`src/rtl/krnl_cam_pkg.sv`:
```
// rtl/krnl_cam_pkg.sv - shared opcodes, field positions and enums for the CAM command issuer
package krnl_cam_pkg;

    localparam int CAM_IDLE        = 0;
    localparam int CAM_UPDATE_ALL  = 1;
    localparam int CAM_SEARCH      = 2;
    localparam int CAM_UPDATE_ONE  = 3;

    localparam int COMPARE_NUM_LSB = 32;
    localparam int COMPARE_NUM_MSB = 63;

    typedef enum logic [1:0] {
        S_IDLE        = 2'd0,
        S_WAIT_ACCEPT = 2'd1,
        S_WAIT_DONE   = 2'd2,
        S_REPORT      = 2'd3
    } issuer_state_e;

    typedef enum logic [1:0] {
        ST_OK             = 2'd0,
        ST_INVALID_OP     = 2'd1,
        ST_ACCEPT_TIMEOUT = 2'd2,
        ST_DONE_TIMEOUT   = 2'd3
    } done_status_e;

endpackage

```
`src/rtl/krnl_cam_rtl_cmd_fifo.sv`:
```
// rtl/krnl_cam_rtl_cmd_fifo.sv - command queue of {op, compare_num} entries
module krnl_cam_rtl_cmd_fifo #(
    parameter int OP_W  = 3,
    parameter int DEPTH = 4
) (
    input  logic            clk,
    input  logic            rst_n,
    input  logic            i_push,
    input  logic [OP_W-1:0] i_op,
    input  logic [31:0]     i_num,
    input  logic            i_pop,
    output logic [OP_W-1:0] o_op,
    output logic [31:0]     o_num,
    output logic            o_full,
    output logic            o_not_empty,
    output logic            o_head_valid
);
    localparam int AW = $clog2(DEPTH);

    logic [OP_W+31:0] r_mem [DEPTH];
    logic [AW-1:0]    r_wr_ptr;
    logic [AW-1:0]    r_rd_ptr;
    logic [AW:0]      r_count;
    logic             r_was_empty;
    logic             w_push;
    logic             w_pop;

    assign o_full       = (r_count == (AW+1)'(DEPTH));
    assign o_not_empty  = (r_count != '0);
    // An entry written into an empty queue is hidden for one cycle (no bypass to the issuer).
    assign o_head_valid = o_not_empty && !r_was_empty;
    assign w_push       = i_push && !o_full;
    assign w_pop        = i_pop && o_not_empty;
    assign {o_op, o_num} = r_mem[r_rd_ptr];

    always_ff @(posedge clk) begin
        if (w_push) begin
            r_mem[r_wr_ptr] <= {i_op, i_num};
        end
    end

    always_ff @(posedge clk or negedge rst_n) begin
        if (!rst_n) begin
            r_wr_ptr    <= '0;
            r_rd_ptr    <= '0;
            r_count     <= '0;
            r_was_empty <= 1'b1;
        end else begin
            r_was_empty <= (r_count == '0);
            if (w_push) begin
                r_wr_ptr <= r_wr_ptr + 1'b1;
            end
            if (w_pop) begin
                r_rd_ptr <= r_rd_ptr + 1'b1;
            end
            case ({w_push, w_pop})
                2'b10:   r_count <= r_count + 1'b1;
                2'b01:   r_count <= r_count - 1'b1;
                default: r_count <= r_count;
            endcase
        end
    end

endmodule

```
`src/rtl/krnl_cam_rtl_cmd_issuer.sv`:
```
// rtl/krnl_cam_rtl_cmd_issuer.sv - queues CAM ops, issues command words one at a time, reports completion
module krnl_cam_rtl_cmd_issuer
    import krnl_cam_pkg::*;
#(
    parameter int C_DATA_WIDTH   = 512,
    parameter int OP_CODE_WIDTH  = 3,
    parameter int FIFO_DEPTH     = 4,
    parameter int TIMEOUT_CYCLES = 65535
) (
    input  logic                     clk,
    input  logic                     rst_n,
    input  logic                     cmd_valid,
    output logic                     cmd_ready,
    input  logic [OP_CODE_WIDTH-1:0] cmd_op,
    input  logic [31:0]              cmd_compare_num,
    output logic [C_DATA_WIDTH-1:0]  data_out,
    input  logic [OP_CODE_WIDTH-1:0] cam_state,
    output logic                     done_valid,
    output logic [OP_CODE_WIDTH-1:0] done_op,
    output logic [1:0]               done_status,
    output logic [31:0]              done_cycles,
    output logic                     busy
);
    localparam logic [31:0] LP_TIMEOUT = 32'(TIMEOUT_CYCLES);

    issuer_state_e              r_state;
    done_status_e               r_status;
    logic [C_DATA_WIDTH-1:0]    r_data_out;
    logic [OP_CODE_WIDTH-1:0]   r_cur_op;
    logic [31:0]                r_cnt;
    logic                       r_done_valid;
    logic [OP_CODE_WIDTH-1:0]   r_done_op;
    done_status_e               r_done_status;
    logic [31:0]                r_done_cycles;

    logic                       w_full;
    logic                       w_not_empty;
    logic                       w_head_valid;
    logic [OP_CODE_WIDTH-1:0]   w_head_op;
    logic [31:0]                w_head_num;
    logic                       w_pop;
    logic                       w_valid_op;
    logic                       w_cam_idle;
    logic [31:0]                w_cnt_inc;
    logic [C_DATA_WIDTH-1:0]    w_word;

    krnl_cam_rtl_cmd_fifo #(
        .OP_W  (OP_CODE_WIDTH),
        .DEPTH (FIFO_DEPTH)
    ) u_fifo (
        .clk          (clk),
        .rst_n        (rst_n),
        .i_push       (cmd_valid),
        .i_op         (cmd_op),
        .i_num        (cmd_compare_num),
        .i_pop        (w_pop),
        .o_op         (w_head_op),
        .o_num        (w_head_num),
        .o_full       (w_full),
        .o_not_empty  (w_not_empty),
        .o_head_valid (w_head_valid)
    );

    assign cmd_ready   = !w_full;
    assign busy        = w_not_empty || (r_state != S_IDLE);
    assign data_out    = r_data_out;
    assign done_valid  = r_done_valid;
    assign done_op     = r_done_op;
    assign done_status = r_done_status;
    assign done_cycles = r_done_cycles;

    assign w_cam_idle = (cam_state == OP_CODE_WIDTH'(CAM_IDLE));
    // The CAM may be busy on behalf of another master, so only pop while it is idle.
    assign w_pop      = (r_state == S_IDLE) && w_head_valid && w_cam_idle;
    assign w_valid_op = (w_head_op == OP_CODE_WIDTH'(CAM_UPDATE_ALL)) ||
                        (w_head_op == OP_CODE_WIDTH'(CAM_SEARCH)) ||
                        (w_head_op == OP_CODE_WIDTH'(CAM_UPDATE_ONE));
    assign w_cnt_inc  = (r_cnt == 32'hFFFF_FFFF) ? r_cnt : r_cnt + 32'd1;

    always_comb begin
        w_word            = '0;
        w_word[w_head_op] = 1'b1;
        if (w_head_op == OP_CODE_WIDTH'(CAM_SEARCH)) begin
            w_word[COMPARE_NUM_MSB:COMPARE_NUM_LSB] = w_head_num;
        end
    end

    always_ff @(posedge clk or negedge rst_n) begin
        if (!rst_n) begin
            r_state       <= S_IDLE;
            r_status      <= ST_OK;
            r_data_out    <= '0;
            r_cur_op      <= '0;
            r_cnt         <= '0;
            r_done_valid  <= 1'b0;
            r_done_op     <= '0;
            r_done_status <= ST_OK;
            r_done_cycles <= '0;
        end else begin
            r_done_valid <= 1'b0;
            case (r_state)
                S_IDLE: begin
                    if (w_pop) begin
                        r_cur_op <= w_head_op;
                        r_cnt    <= '0;
                        if (w_valid_op) begin
                            r_data_out <= w_word;
                            r_state    <= S_WAIT_ACCEPT;
                        end else begin
                            r_status <= ST_INVALID_OP;
                            r_state  <= S_REPORT;
                        end
                    end
                end
                S_WAIT_ACCEPT: begin
                    r_cnt <= w_cnt_inc;
                    // Any non-idle CAM state counts as acceptance; decode priority is the CAM's concern.
                    if (!w_cam_idle) begin
                        r_data_out <= '0;
                        r_state    <= S_WAIT_DONE;
                    end else if (r_cnt >= LP_TIMEOUT) begin
                        r_data_out <= '0;
                        r_status   <= ST_ACCEPT_TIMEOUT;
                        r_state    <= S_REPORT;
                    end
                end
                S_WAIT_DONE: begin
                    r_cnt <= w_cnt_inc;
                    if (w_cam_idle) begin
                        r_status <= ST_OK;
                        r_state  <= S_REPORT;
                    end else if (r_cnt >= LP_TIMEOUT) begin
                        r_status <= ST_DONE_TIMEOUT;
                        r_state  <= S_REPORT;
                    end
                end
                S_REPORT: begin
                    r_done_valid  <= 1'b1;
                    r_done_op     <= r_cur_op;
                    r_done_status <= r_status;
                    r_done_cycles <= r_cnt;
                    r_state       <= S_IDLE;
                end
                default: r_state <= S_IDLE;
            endcase
        end
    end

endmodule

```
`config.mk`:
```
export PLATFORM = sky130hd
export DESIGN_NAME = krnl_cam_rtl_cmd_issuer
export DESIGN_NICKNAME = d
export VERILOG_FILES = /design/src/rtl/krnl_cam_pkg.sv /design/src/rtl/krnl_cam_rtl_cmd_fifo.sv /design/src/rtl/krnl_cam_rtl_cmd_issuer.sv
export SDC_FILE = /design/constraint.sdc
export NUM_CORES = 1
export LEC_CHECK = 0
export ABC_AREA = 1
export CORE_AREA = 2 2 232 234
export CTS_CLUSTER_DIAMETER = 60
export DETAILED_ROUTE_END_ITERATION = 7
export DIE_AREA = 0 0 234 236
export MAX_ROUTING_LAYER = met4
export PLACE_DENSITY_LB_ADDON = 0.08
export SYNTH_ARGS = -nofsm -noshare
export SYNTH_HDL_FRONTEND = slang
export SYNTH_SLANG_ARGS = --single-unit
```
`constraint.sdc`:
```
create_clock -name clk -period 3.7 [get_ports clk]
set_input_delay 0.74 -clock clk [delete_from_list [all_inputs] [get_ports clk]]
set_output_delay 0.74 -clock clk [all_outputs]
set_load 0.05 [all_outputs]
```
* Word level (Yosys, flattened, before mapping)
Memory sizes are Yosys's and may differ from the RTL's.
Index checks and enable logic that the tools add are counted.
** Operators by class
- $add $sub $neg :: 5
- Order comparisons :: 3
- Equal/unequal tests :: 18
- Mux-type cells :: 28
- Reductions and logical operators :: 25
** Operators with widths (count)
- $mux W512 :: 4
- $pmux W512 S2 :: 1
- $mux W32 :: 3
- $pmux W32 S2 :: 1
- $add A32 B1 Y32 const B :: 1
- $eq A32 B32 Y1 const B :: 1
- $ge A32 B16 Y1 const B :: 1
- $mux W2 :: 11
- $lt A3 B10 Y1 const B :: 1
- $ne A2 B2 Y1 const B :: 5
- $pmux W2 S4 :: 1
- $reduce_bool A2 Y1 :: 4
- $eq A2 B2 Y1 const B :: 3
- $eq A3 B2 Y1 const B :: 2
- $logic_and A1 B1 Y1 :: 6
- $logic_not A3 Y1 :: 2
- $ne A3 B3 Y1 const B :: 2
- $pmux W2 S3 :: 1
- $pmux W3 S2 :: 1
- $reduce_and A6 Y1 :: 1
- $reduce_bool A3 Y1 :: 2
- $add A2 B1 Y2 const B :: 2
- $eq A2 B1 Y1 const B :: 2
- $mux W1 :: 4
- 14 further kinds :: 17
** Word-level totals
- Flip-flop bits (word level) :: 597
- Memory bits (writable) :: 140
- Input port bits :: 41
- Memories kept :: 1
** Memories
- u_fifo.r_mem :: depth 4, width 35, rd ports 1, clocked after Yosys merged registers in 0, wr ports 1, RTL line krnl_cam_rtl_cmd_fifo.sv:20 : logic [OP_W+31:0] r_mem [DEPTH];

* Logic depth before layout (Yosys ltp)
Gate-level depths: netlist of run 1.
An unclocked memory read counts as a cell.
- Depth after elaboration :: 8
- Depth in mapped cells :: 15
- Mapped depth without buffers :: 13

* By module
Synthesis of run 1 repeated with hierarchy kept, for this count alone.
** Second synthesis, totals
- Cell total of the unflattened synthesis :: 1708
- Area, all modules :: 15620.0 um2
** Modules (own cells, without submodules)
- krnl_cam_rtl_cmd_issuer :: instances 1, cells an instance 1237, area each 9564.2 um2, seq. area each 2927.8 um2
- krnl_cam_rtl_cmd_fifo :: instances 1, cells an instance 471, area each 6055.8 um2, seq. area each 4405.5 um2

* Least setup slack after synthesis of run 1
Ideal clock, no wire load.
- Path kind :: reg-to-reg
- Start point :: register u_fifo.r_count[0]
- End point :: memory u_fifo.r_mem[0][0] (netlist name), enable pin
- Library setup time :: 0.427 ns
- Data arrival time :: 2.680 ns
- Slack :: 0.593 ns
- Cell stages (with the launch flop) :: 5
- Path buffers :: 0
- Clock period less this slack :: 3.107 ns
- Cells stage by stage :: dfrtp_1 > inv_1 > nand3_1 > nand2_1 > nor2_1
** Between the ends
- Cells in the longest elaborated chain, start to end :: 5
** Ends and longest elaborated chain
- start, declared :: RTL line krnl_cam_rtl_cmd_fifo.sv:23 : logic [AW:0] r_count;
- start signal, assigned :: RTL line krnl_cam_rtl_cmd_fifo.sv:57 : 2'b10: r_count <= r_count + 1'b1;
- start signal, assigned :: RTL line krnl_cam_rtl_cmd_fifo.sv:58 : 2'b01: r_count <= r_count - 1'b1;
- start signal, assigned :: RTL line krnl_cam_rtl_cmd_fifo.sv:59 : default: r_count <= r_count;
- $eq A3 B3 Y1 :: RTL line krnl_cam_rtl_cmd_fifo.sv:28 : assign o_full = (r_count == (AW+1)'(DEPTH));
- $logic_not A1 Y1
- named net cmd_ready :: RTL line krnl_cam_rtl_cmd_issuer.sv:13 : output logic cmd_ready,
- $logic_and A1 B1 Y1 :: RTL line krnl_cam_rtl_cmd_fifo.sv:32 : assign w_push = i_push && !o_full;
- $mux W1 :: RTL line krnl_cam_rtl_cmd_fifo.sv:37 : if (w_push) begin
- $mux W1 (implied by the code) :: RTL line krnl_cam_rtl_cmd_fifo.sv:38 : r_mem[r_wr_ptr] <= {i_op, i_num};
- end, declared :: RTL line krnl_cam_rtl_cmd_fifo.sv:20
The timed path passes the listed nets, and every way through them passes these cells.

* Final worst setup path of run 1
- Start point :: register r_state[1]
- End point :: output port busy
** Between the ends
- Cells in the longest elaborated chain, start to end :: 2
** Ends and longest elaborated chain
- start, declared :: RTL line krnl_cam_rtl_cmd_issuer.sv:26 : issuer_state_e r_state;
- start signal, assigned :: RTL line krnl_cam_rtl_cmd_issuer.sv:90 : r_state <= S_IDLE;
- start signal, assigned :: RTL line krnl_cam_rtl_cmd_issuer.sv:108 : r_state <= S_WAIT_ACCEPT;
- start signal, assigned :: RTL line krnl_cam_rtl_cmd_issuer.sv:111 : r_state <= S_REPORT;
- $reduce_bool A2 Y1 :: RTL line krnl_cam_rtl_cmd_issuer.sv:65 : assign busy = w_not_empty || (r_state != S_IDLE);
- $logic_or A1 B1 Y1 :: RTL line krnl_cam_rtl_cmd_issuer.sv:65
- end, declared :: RTL line krnl_cam_rtl_cmd_issuer.sv:22 : output logic busy
Every way passes these cells.

==> metrics.cfg, run 1 <==
[run_status]
status=completed

[synth]
ys_top_cells_by_area=edfxtp_1 27%, buf_4 23%, dfrtp_1 20%, nand2_1 8.7%, inv_1 3.5%
yosysMostFrequentCell=buf_4
yosysTopAreaCell=edfxtp_1
synthFlopType=edfxtp_1
synth_edf_count=140
async_reset_ff_share_pct=47.2
synthMuxAreaShare_pct=1.16
ys_warn_count=0
synth-compound-area-share_pct=5.61
yosys.area_share.simple_pct=16.5
synth_top_area_share_pct=27.0
postSynthAreaPerCell_um2=8.99
ys_seq_area_share_pct=47.1
synth_top_family_by_area=buffers and inverters
synth-xor-area-share_pct=0.338
postSynthCellCount=1732
synth_common_cells=482 x buf_4, 359 x nand2_1, 146 x inv_1
ys_ff_latch=265
synth_adder_area_share_pct=0.932
synth_cell_type_count=36
syn-cell-area_um2=15600

[detailed_routing]
wire_per_inst_um=13.9
vias=9841
drc=0
drt-pass1-iter-count=7
drt-initial-drc-count=471
viasPerCell=3.82
drtAntennaViolNets=0
wirelength_mm=35.8

[floorplan]
rows=85
pin_count=593
start_util_pct=29.3
die_x_um=234
core_um2=53100
die_height_um=236
fp.dieArea_um2=55200

[power]
vdd_ir_drop_max_mv=0.512
power_density_nw_per_um2=819
p_leak_nw=7.86

[global_routing]
grt_max_degree=97
antenna_found_initial=6
grt-ovfl-total=0
grt_pass1_vias=8863
busiest_layer=met2
grt_pass1_wl_mm=53.2
use_met1_pct=16.8
use_met2_pct=20.1
grt.met3_usage_pct=3.11
grt_use_total_pct=13.0

[finish]
layout-drive-gt1-share_pct=6.67
nNetsFinal=1901
synthToLayoutAreaGrowth_pct=8.76

[sta]
rsz0062_at_grt=false
max_freq_mhz=325
worst_pin_slew_ns=0.951
period_minus_slack_ns=3.08
final-max-slew-violation-count=0
maxSlewHeadroom_pct=36.6
worst_slack_ns=0.623
hold_viol_final=0
setup_violations=0
fin_skew_ns=0.0163
fin_crit_sh_pct=83.2
tns_ns=0

[setup_path]
crit_path_start_kind=flip-flop
path_buf_inv=2
rr_endpoint=data_out[40]$_DFFE_PN0P_
crit_required_ns=2.96
path_class=reg2out
crit_fanout=7
critPathArrivalTime_ns=2.34
critPathCaptureType=output port
reg2reg_from=u_fifo.r_rd_ptr[1]$_DFFE_PN0P_
ff2ff_path_depth=8
crit_family=buffers and inverters
crit_chain=inv_1 -> ha_1 -> nand2_1 -> clkdlybuf4s50_1
cp_slowest_cell=clkdlybuf4s50_1
rrSetupSlack_ns=1.13
max_stage_delay_ns=0.85

[cts]
htree_levels=2
cts_resized=0
clk_pin_slew_worst_paths_ns=0.06
clockBufferDepth=3
hold_buffers=0
cts_root_buf=clkbuf_16
cts_setup_buffers=0
clk_latency_ns=0.54
clock_sinks=265
numCtsBuffers=35
tritoncts=yes

[place]
dp_hpwl_mm=24.1
preCtsSetupSlack_ns=0.767
place_congestion=0.798
portBuffers=120

[min_path]
hold_class=in2async

[flow_run]
cap_violations=0

[worst max-delay path by stage]
stage | from | end | slack [ns] | cells after the start
CTS | r_state[1]$_DFFE_PN0N_ | busy | 0.54 | 4
detailed placement | cam_state[1] | data_out[52]$_DFFE_PN0P_ | 0.77 | 10
global placement | cam_state[1] | data_out[43]$_DFFE_PN0P_ | 0.78 | 10
floorplan | u_fifo.r_count[0]$_DFFE_PN0P_ | u_fifo.r_mem[0][0]$_DFFE_PP_ | 0.59 | 4
global route | r_state[1]$_DFFE_PN0N_ | busy | 0.49 | 4
finish | r_state[1]$_DFFE_PN0N_ | busy | 0.62 | 4
[cell type report]
class	instances	area [µm²]
fill	5551	36100
clock buffer	49	978
inverter	152	572
sequential	265	7340
antenna	6	15.0
clock inverter	13	145
tap	696	871
multi-input combinational	1257	5630
timing repair buffer	138	1390
[sequential cells by signal, indices dropped and copies added, names as in the netlist]
register / cells
r_status: 2
data_out: 40
r_cnt: 32
u_fifo.r_mem: 140
u_fifo.r_wr_ptr: 2
done_status: 2
r_cur_op: 3
done_op: 3
r_state: 2
done_cycles: 32
u_fifo.r_rd_ptr: 2
u_fifo.r_was_empty: 1
u_fifo.r_count: 3
done_valid: 1
[metrics by stage]
| stage | instances | total power [W] | instance area, µm² | hold slack, ns | utilization (%) |
|---|---|---|---|---|---|
| 5_1_grt | 2576 | 0.0147 | 16900 | 0.312 | 31.9 |
| 6_report | 2576 | 0.0139 | 16900 | 0.261 | 31.9 |
| 4_1_cts | 2570 | 0.0141 | 16900 | 0.274 | 31.9 |
| 3_3_place_gp | 2508 | 0.0107 | 15800 | 0.462 | 29.8 |
| 3_5_place_dp | 2508 | 0.0107 | 15800 | 0.459 | 29.8 |
| 2_1_floorplan | 2203 | 0.00934 | 17300 | 0.444 | - |
[logic make-up (layout without fill, tap and decap cells)]
kind of cell,after synthesis,in the layout
buf+inv,681,352
simple gates,613,613
flops,265,265
compound gates,139,139
mux,16,16
fa+ha+maj,11,11
xor+xnor,6,6
other cells,1,478
[worst reg2reg max path, cell delays in order (launching register included)]
cell,delay [ns]
dfrtp_2,0.52
inv_1,0.47
nand3_1,0.20
nand2_1,0.19
nand3_2,0.39
buf_4,0.38
nor3_1,0.16
nand3_1,0.10
nand2_1,0.09
[layer usage]
| layer | vias to the layer above | part of all wire, % |
|---|---|---|
| li1 | 4848 | - |
| met1 | 4683 | 45 |
| met2 | 262 | 47 |
| met3 | 48 | 5.5 |
| met4 | 0 | 2.0 |
| met5 | - | 0 |
[power breakdown]
group	total (W)	internal [W]	switching [W]	leakage, nW
registers	0.00433	0.00388	0.000448	2.93
logic	0.00622	0.00149	0.00472	4.37
clock network	0.00332	0.00199	0.00132	0.549
total	0.0139	0.00737	0.00649	7.86
[layout by cell type (no fill, tap or decap), types with 5 or more instances in the layout]
cell type          n
a21boi_1           5
a21oi_1           28
buf_4             14
clkbuf_1           9
clkbuf_16         35
clkbuf_8           5
clkdlybuf4s50_1  119
conb_1           472
dfrtp_1          122
diode_2            6
edfxtp_1         140
ha_1               8
inv_1            146
inv_2              5
mux2_2            16
nand2_1          359
nand2_2            6
nand3_1           92
nor2_1            96
nor2_4             6
nor3_1            34
o211ai_1          64
o21ai_0            8
o21ai_1           32
or2_2             11
xor2_1             5
Note: power is estimated with default switching activity, not from simulation.
==> inputs of run 2 (changes only) <==
clock period = 3 ns   (was 3.7 ns; I/O delays follow)
==> run 2 against run 1 <==
Total power grew 26%. Register-to-register slack got worse by 0.55 ns. Clock power up 31%. Setup slack worse by 0.26 ns. Clock skew rose by 0.011 ns. Critical path depth is the same. Combinational power rose by 26%. Routed wire length decreased by 0.61%. Worst hold slack gained 0.21 ns. Die area is the same.
==> metrics.cfg, run 2 (same netlist as run 1, synthesis figures left out) <==
[cts]
clock_sinks=265
clk_latency_ns=0.56
numCtsBuffers=36
tritoncts=yes
cts_setup_buffers=0
htree_levels=2
cts_root_buf=clkbuf_16
clockBufferDepth=3
clk_pin_slew_worst_paths_ns=0.06

[setup_path]
path_class=reg2out
crit_required_ns=2.40
worstSetupStartpoint=r_state[1]$_DFFE_PN0N_
critPathArrivalTime_ns=2.04
reg2reg_from=r_state[1]$_DFFE_PN0N_
crit_path_start_kind=flip-flop
critPathCaptureType=output port
crit_fanout=7

[finish]
nNetsFinal=1908
layout-drive-gt1-share_pct=7.17
nFillCells=5556
fin_util_pct=32.2
max_flop_register=u_fifo.r_mem
layout.cells.most_common=conb_1
largest_reg_flops=140
layout_common_cells=472 x conb_1, 359 x nand2_1, 146 x inv_1
synthToLayoutAreaGrowth_pct=9.90

[detailed_routing]
drtAntennaViolNets=0
wl_met2_mm=16.9
wire_per_inst_um=13.8
vias=9737
viasPerCell=3.77
wl_met3_mm=2.03
wl_met1_mm=16.0
drc=0
drt-pass1-iter-count=5
wirelength_mm=35.6
drt-initial-drc-count=462
routed.top_layer=met4

[global_routing]
grt_max_degree=97
grt_pass1_wl_mm=53.4
antenna_found_initial=3
grt_pass1_vias=8960
grt_use_total_pct=13.0
grt-ovfl-total=0

[place]
dp_hpwl_mm=23.6
preCtsSetupSlack_ns=0.341
place_congestion=0.794
portBuffers=120

[sta]
fin_crit_sh_pct=87.9
worst_slack_ns=0.362
setup_violations=0
max_freq_mhz=379
period_minus_slack_ns=2.64
worst_pin_slew_ns=0.764
fin_skew_ns=0.0273
maxSlewHeadroom_pct=49.1
final-max-slew-violation-count=0
hold_viol_final=0
rsz0062_at_grt=false

[floorplan]
start_util_pct=29.3
pin_count=593
die_height_um=236
fp.dieArea_um2=55200
core_um2=53100
rows=85
die_x_um=234

[power]
p_leak_nw=7.95
vdd_ir_drop_max_mv=0.616
power_density_nw_per_um2=1020

[run_status]
status=completed

[min_path]
min_from=data_out[3]$_DFFE_PN0P_
hold_class=reg2reg

[flow_run]
cap_violations=0

==> run 2: cell types whose count changed in the layout (fill, tap and decap cells not counted), sizes merged <==
cell,change
buf,+5
diode,-3
clkinv,-2
inv,+2
bufinv,+1
clkbuf,+1
clkdlybuf4s50,-1
dlygate4sd2,+1
dlygate4sd3,+1
==> run 2: cell type report <==
cell class	count	area (µm²)	share of cell area (%)
Timing Repair Buffer	144	1480	8.67
Antenna cell	3	7.51	0.0439
Multi-Input combinational cell	1257	5630	32.9
Sequential cell	265	7340	42.9
Tap cell	696	871	5.09
Clock inverter	14	188	1.10
Inverter	152	572	3.34
Clock buffer	50	1020	5.99
==> run 2: power by group <==
part / switching, W / internal [W]
clock network: 0.00169 / 0.00267
logic: 0.00590 / 0.00196
registers: 0.000468 / 0.00479
==> run 2: path summary, 6_finish.rpt <==
kind / to / slack (ns) / cells after the start
worst max-delay path: busy / 0.36 / 4
worst min-delay path: data_out[3]$_DFFE_PN0P_ / 0.47 / 2
worst max register to register: u_fifo.r_count[2]$_DFFE_PN0P_ / 0.58 / 12
worst min register to register: data_out[3]$_DFFE_PN0P_ / 0.47 / 2
max in group asynchronous: done_cycles[8]$_DFFE_PN0P_ / 1.64 / 3
min in group asynchronous: done_cycles[22]$_DFFE_PN0P_ / 0.58 / 2
==> run 2: metrics by stage <==
| stage | total power [W] | hold WS [ns] | TNS [ns] | instances | cell area, µm² |
|---|---|---|---|---|---|
| 2_1_floorplan | 0.0115 | 0.304 | -15.05 | 2203 | 17300 |
| 3_3_place_gp | 0.0133 | 0.457 | 0 | 2513 | 15900 |
| 3_5_place_dp | 0.0133 | 0.461 | 0 | 2513 | 15900 |
| 4_1_cts | 0.0178 | 0.475 | 0 | 2578 | 17100 |
| 5_1_grt | 0.0186 | 0.483 | 0 | 2581 | 17100 |
| 6_report | 0.0175 | 0.470 | 0 | 2581 | 17100 |
==> run 2: layer usage <==
metal / vias to the layer above / GRT usage [%]
li1: 4860 / -
met3: 44 / 2.84
met2: 266 / 20.3
met5: - / -
met4: 0 / 3.91
met1: 4567 / 16.9
==> run 2: critical path, cell delays in order (launching register included) <==
cell           delay, ns
dfrtp_1             0.40
inv_1               0.08
ha_1                0.29
nand2_1             0.16
dlygate4sd2_1       0.55
==> run 2: repair_timing <==
item                                    CTS  global route
endpoints found under the setup margin    1             0
hold endpoints to repair                 22             0
resized for setup                         1             0
hold buffers                              1             0
==> inputs of run 3 (changes only) <==
CELL_PAD_IN_SITES_DETAIL_PLACEMENT = 1   (was unset)
CELL_PAD_IN_SITES_GLOBAL_PLACEMENT = 2   (was unset)
CORE_AREA = unset   (was 2 2 232 234)
CORE_ASPECT_RATIO = 0.75   (was unset)
CORE_UTILIZATION = 26   (was unset)
DIE_AREA = unset   (was 0 0 234 236)
==> run 3 against run 2 <==
Via count rose by 3.6%. Clock skew decreased by 0.0062 ns. Design area decreased by 0.12%. Core utilization shrank 3.3 points. Register-to-register slack improved by 0.05 ns. Routed wire length grew 17%. Count of clock-buffer cells in the layout decreased by 4. Largest cell class unchanged.
==> metrics.cfg, run 3 (same netlist as run 1, synthesis figures left out) <==
[run_status]
status=completed

[cts]
htree_levels=2
clk_pin_slew_worst_paths_ns=0.05
cts_setup_buffers=0
clk_latency_ns=0.54
tritoncts=yes
cts_root_buf=clkbuf_16
clock_sinks=265
clockBufferDepth=3
numCtsBuffers=35

[global_routing]
grt_pass1_vias=9656
busiest_layer=met2
grt_pass1_wl_mm=62.0
grt-ovfl-total=0
grt.met3_usage_pct=2.28
use_met1_pct=18.4
use_met2_pct=21.6
grt_use_total_pct=13.7
antenna_found_initial=1
grt_max_degree=65

[detailed_routing]
wirelength_mm=41.5
vias=10100
drtAntennaViolNets=0
drc=0
drt-initial-drc-count=421
wire_per_inst_um=15.5
drt-pass1-iter-count=4
viasPerCell=3.77

[finish]
layout-drive-gt1-share_pct=7.15
layout_common_cells=472 x conb_1, 359 x nand2_1, 146 x inv_1
multi_input_area_um2=5620
nNetsFinal=1913
largest_reg_flops=140
seq_area_um2=7340
synthToLayoutAreaGrowth_pct=9.77
nFillCells=7038
max_flop_register=u_fifo.r_mem
fin_util_pct=28.9
layout.cells.most_common=conb_1

[floorplan]
pin_count=593
rows=77
die_height_um=214
fp.dieArea_um2=60900
die_x_um=285
start_util_pct=26.4
core_um2=59100

[power]
switching_power_w=0.00829
seqPwrFrac_pct=30.7
vdd_ir_drop_max_mv=0.494
clock_power_share_pct=22.6
cellInternalPower_w=0.00897
share_comb_of_total_power_pct=46.7
switching_share_pct=48.0
p_leak_nw=7.90
power_density_nw_per_um2=1010

[min_path]
hold_class=reg2reg

[setup_path]
critPathCaptureType=output port
critPathArrivalTime_ns=2.06
cp_slowest_cell=dlygate4sd2_1
max_stage_delay_ns=0.58
path_class=reg2out
crit_required_ns=2.40
crit_path_start_kind=flip-flop
crit_chain=inv_1 -> ha_1 -> buf_4 -> nand2_1 -> dlygate4sd2_1
crit_fanout=6

[sta]
period_minus_slack_ns=2.66
hold_viol_final=0
max_freq_mhz=376
fin_skew_ns=0.0211
final-max-slew-violation-count=0
worst_slack_ns=0.338
rsz0062_at_grt=false
setup_violations=0
worst_pin_slew_ns=0.860
tns_ns=0
fin_crit_sh_pct=88.7
maxSlewHeadroom_pct=42.7

[place]
preCtsSetupSlack_ns=0.273
place_congestion=0.783
dp_hpwl_mm=29.4
portBuffers=120

[flow_run]
cap_violations=0

## run 3: path summary, 6_finish.rpt
kind	from	endpoint	slack, ns	cells past startpoint
min in group asynchronous	rst_n	done_cycles[2]$_DFFE_PN0P_	0.56	2
max in group asynchronous	rst_n	data_out[43]$_DFFE_PN0P_	1.62	3
min	data_out[44]$_DFFE_PN0P_	data_out[44]$_DFFE_PN0P_	0.47	2
max	r_state[1]$_DFFE_PN0N_	busy	0.34	5
min reg2reg	data_out[44]$_DFFE_PN0P_	data_out[44]$_DFFE_PN0P_	0.47	2
max reg2reg	r_cnt[0]$_DFFE_PN0P_	data_out[33]$_DFFE_PN0P_	0.63	12
## run 3: cell type report
class	instances	share of cell area, %
flip-flops and latches	265	42.9
multi-input cells	1257	32.9
repair buffers	150	8.87
well taps	790	5.78
clock buffers	46	5.48
inverters	152	3.35
clock inverters	18	0.666
diodes	1	0.0146
## run 3: timing repair
action                                  in CTS  in global routing
resized for setup                            1                  0
endpoints found under the hold margin       32                  0
endpoints found under the setup margin       1                  0
hold buffers                                 1                  0
## run 3: worst max-delay path: cells and delay by family (launching register included)
family	cells	cell delay, ns
flip-flops	1	0.42
buffers and inverters	3	0.84
adder cells (fa/ha/maj)	1	0.21
AND/OR/NAND/NOR	1	0.07
## run 3: power groups by stage
stage               Clock, W  Combinational (W)  Sequential (W)
floorplan                  0            0.00488         0.00664
global placement           0            0.00818         0.00539
detailed placement         0            0.00825         0.00539
CTS                  0.00407            0.00827         0.00533
global route         0.00420            0.00878         0.00543
finish               0.00390            0.00806         0.00530
## run 3: per-stage QoR
| stage | instances | total power [W] | instance area, µm² | hold WS [ns] |
|---|---|---|---|---|
| floorplan | 2203 | 0.0115 | 17300 | 0.304 |
| detailed placement | 2613 | 0.0136 | 16000 | 0.461 |
| finish | 2679 | 0.0173 | 17100 | 0.471 |
| global route | 2679 | 0.0184 | 17100 | 0.501 |
| CTS | 2678 | 0.0177 | 17100 | 0.479 |
| global placement | 2613 | 0.0136 | 16000 | 0.458 |
## run 3: metal layers
metal | vias to the layer above | share of wire [%]
met2 | 304 | 46
met3 | 47 | 4.4
li1 | 4857 | -
met1 | 4882 | 48
met4 | 0 | 1.6
met5 | - | 0
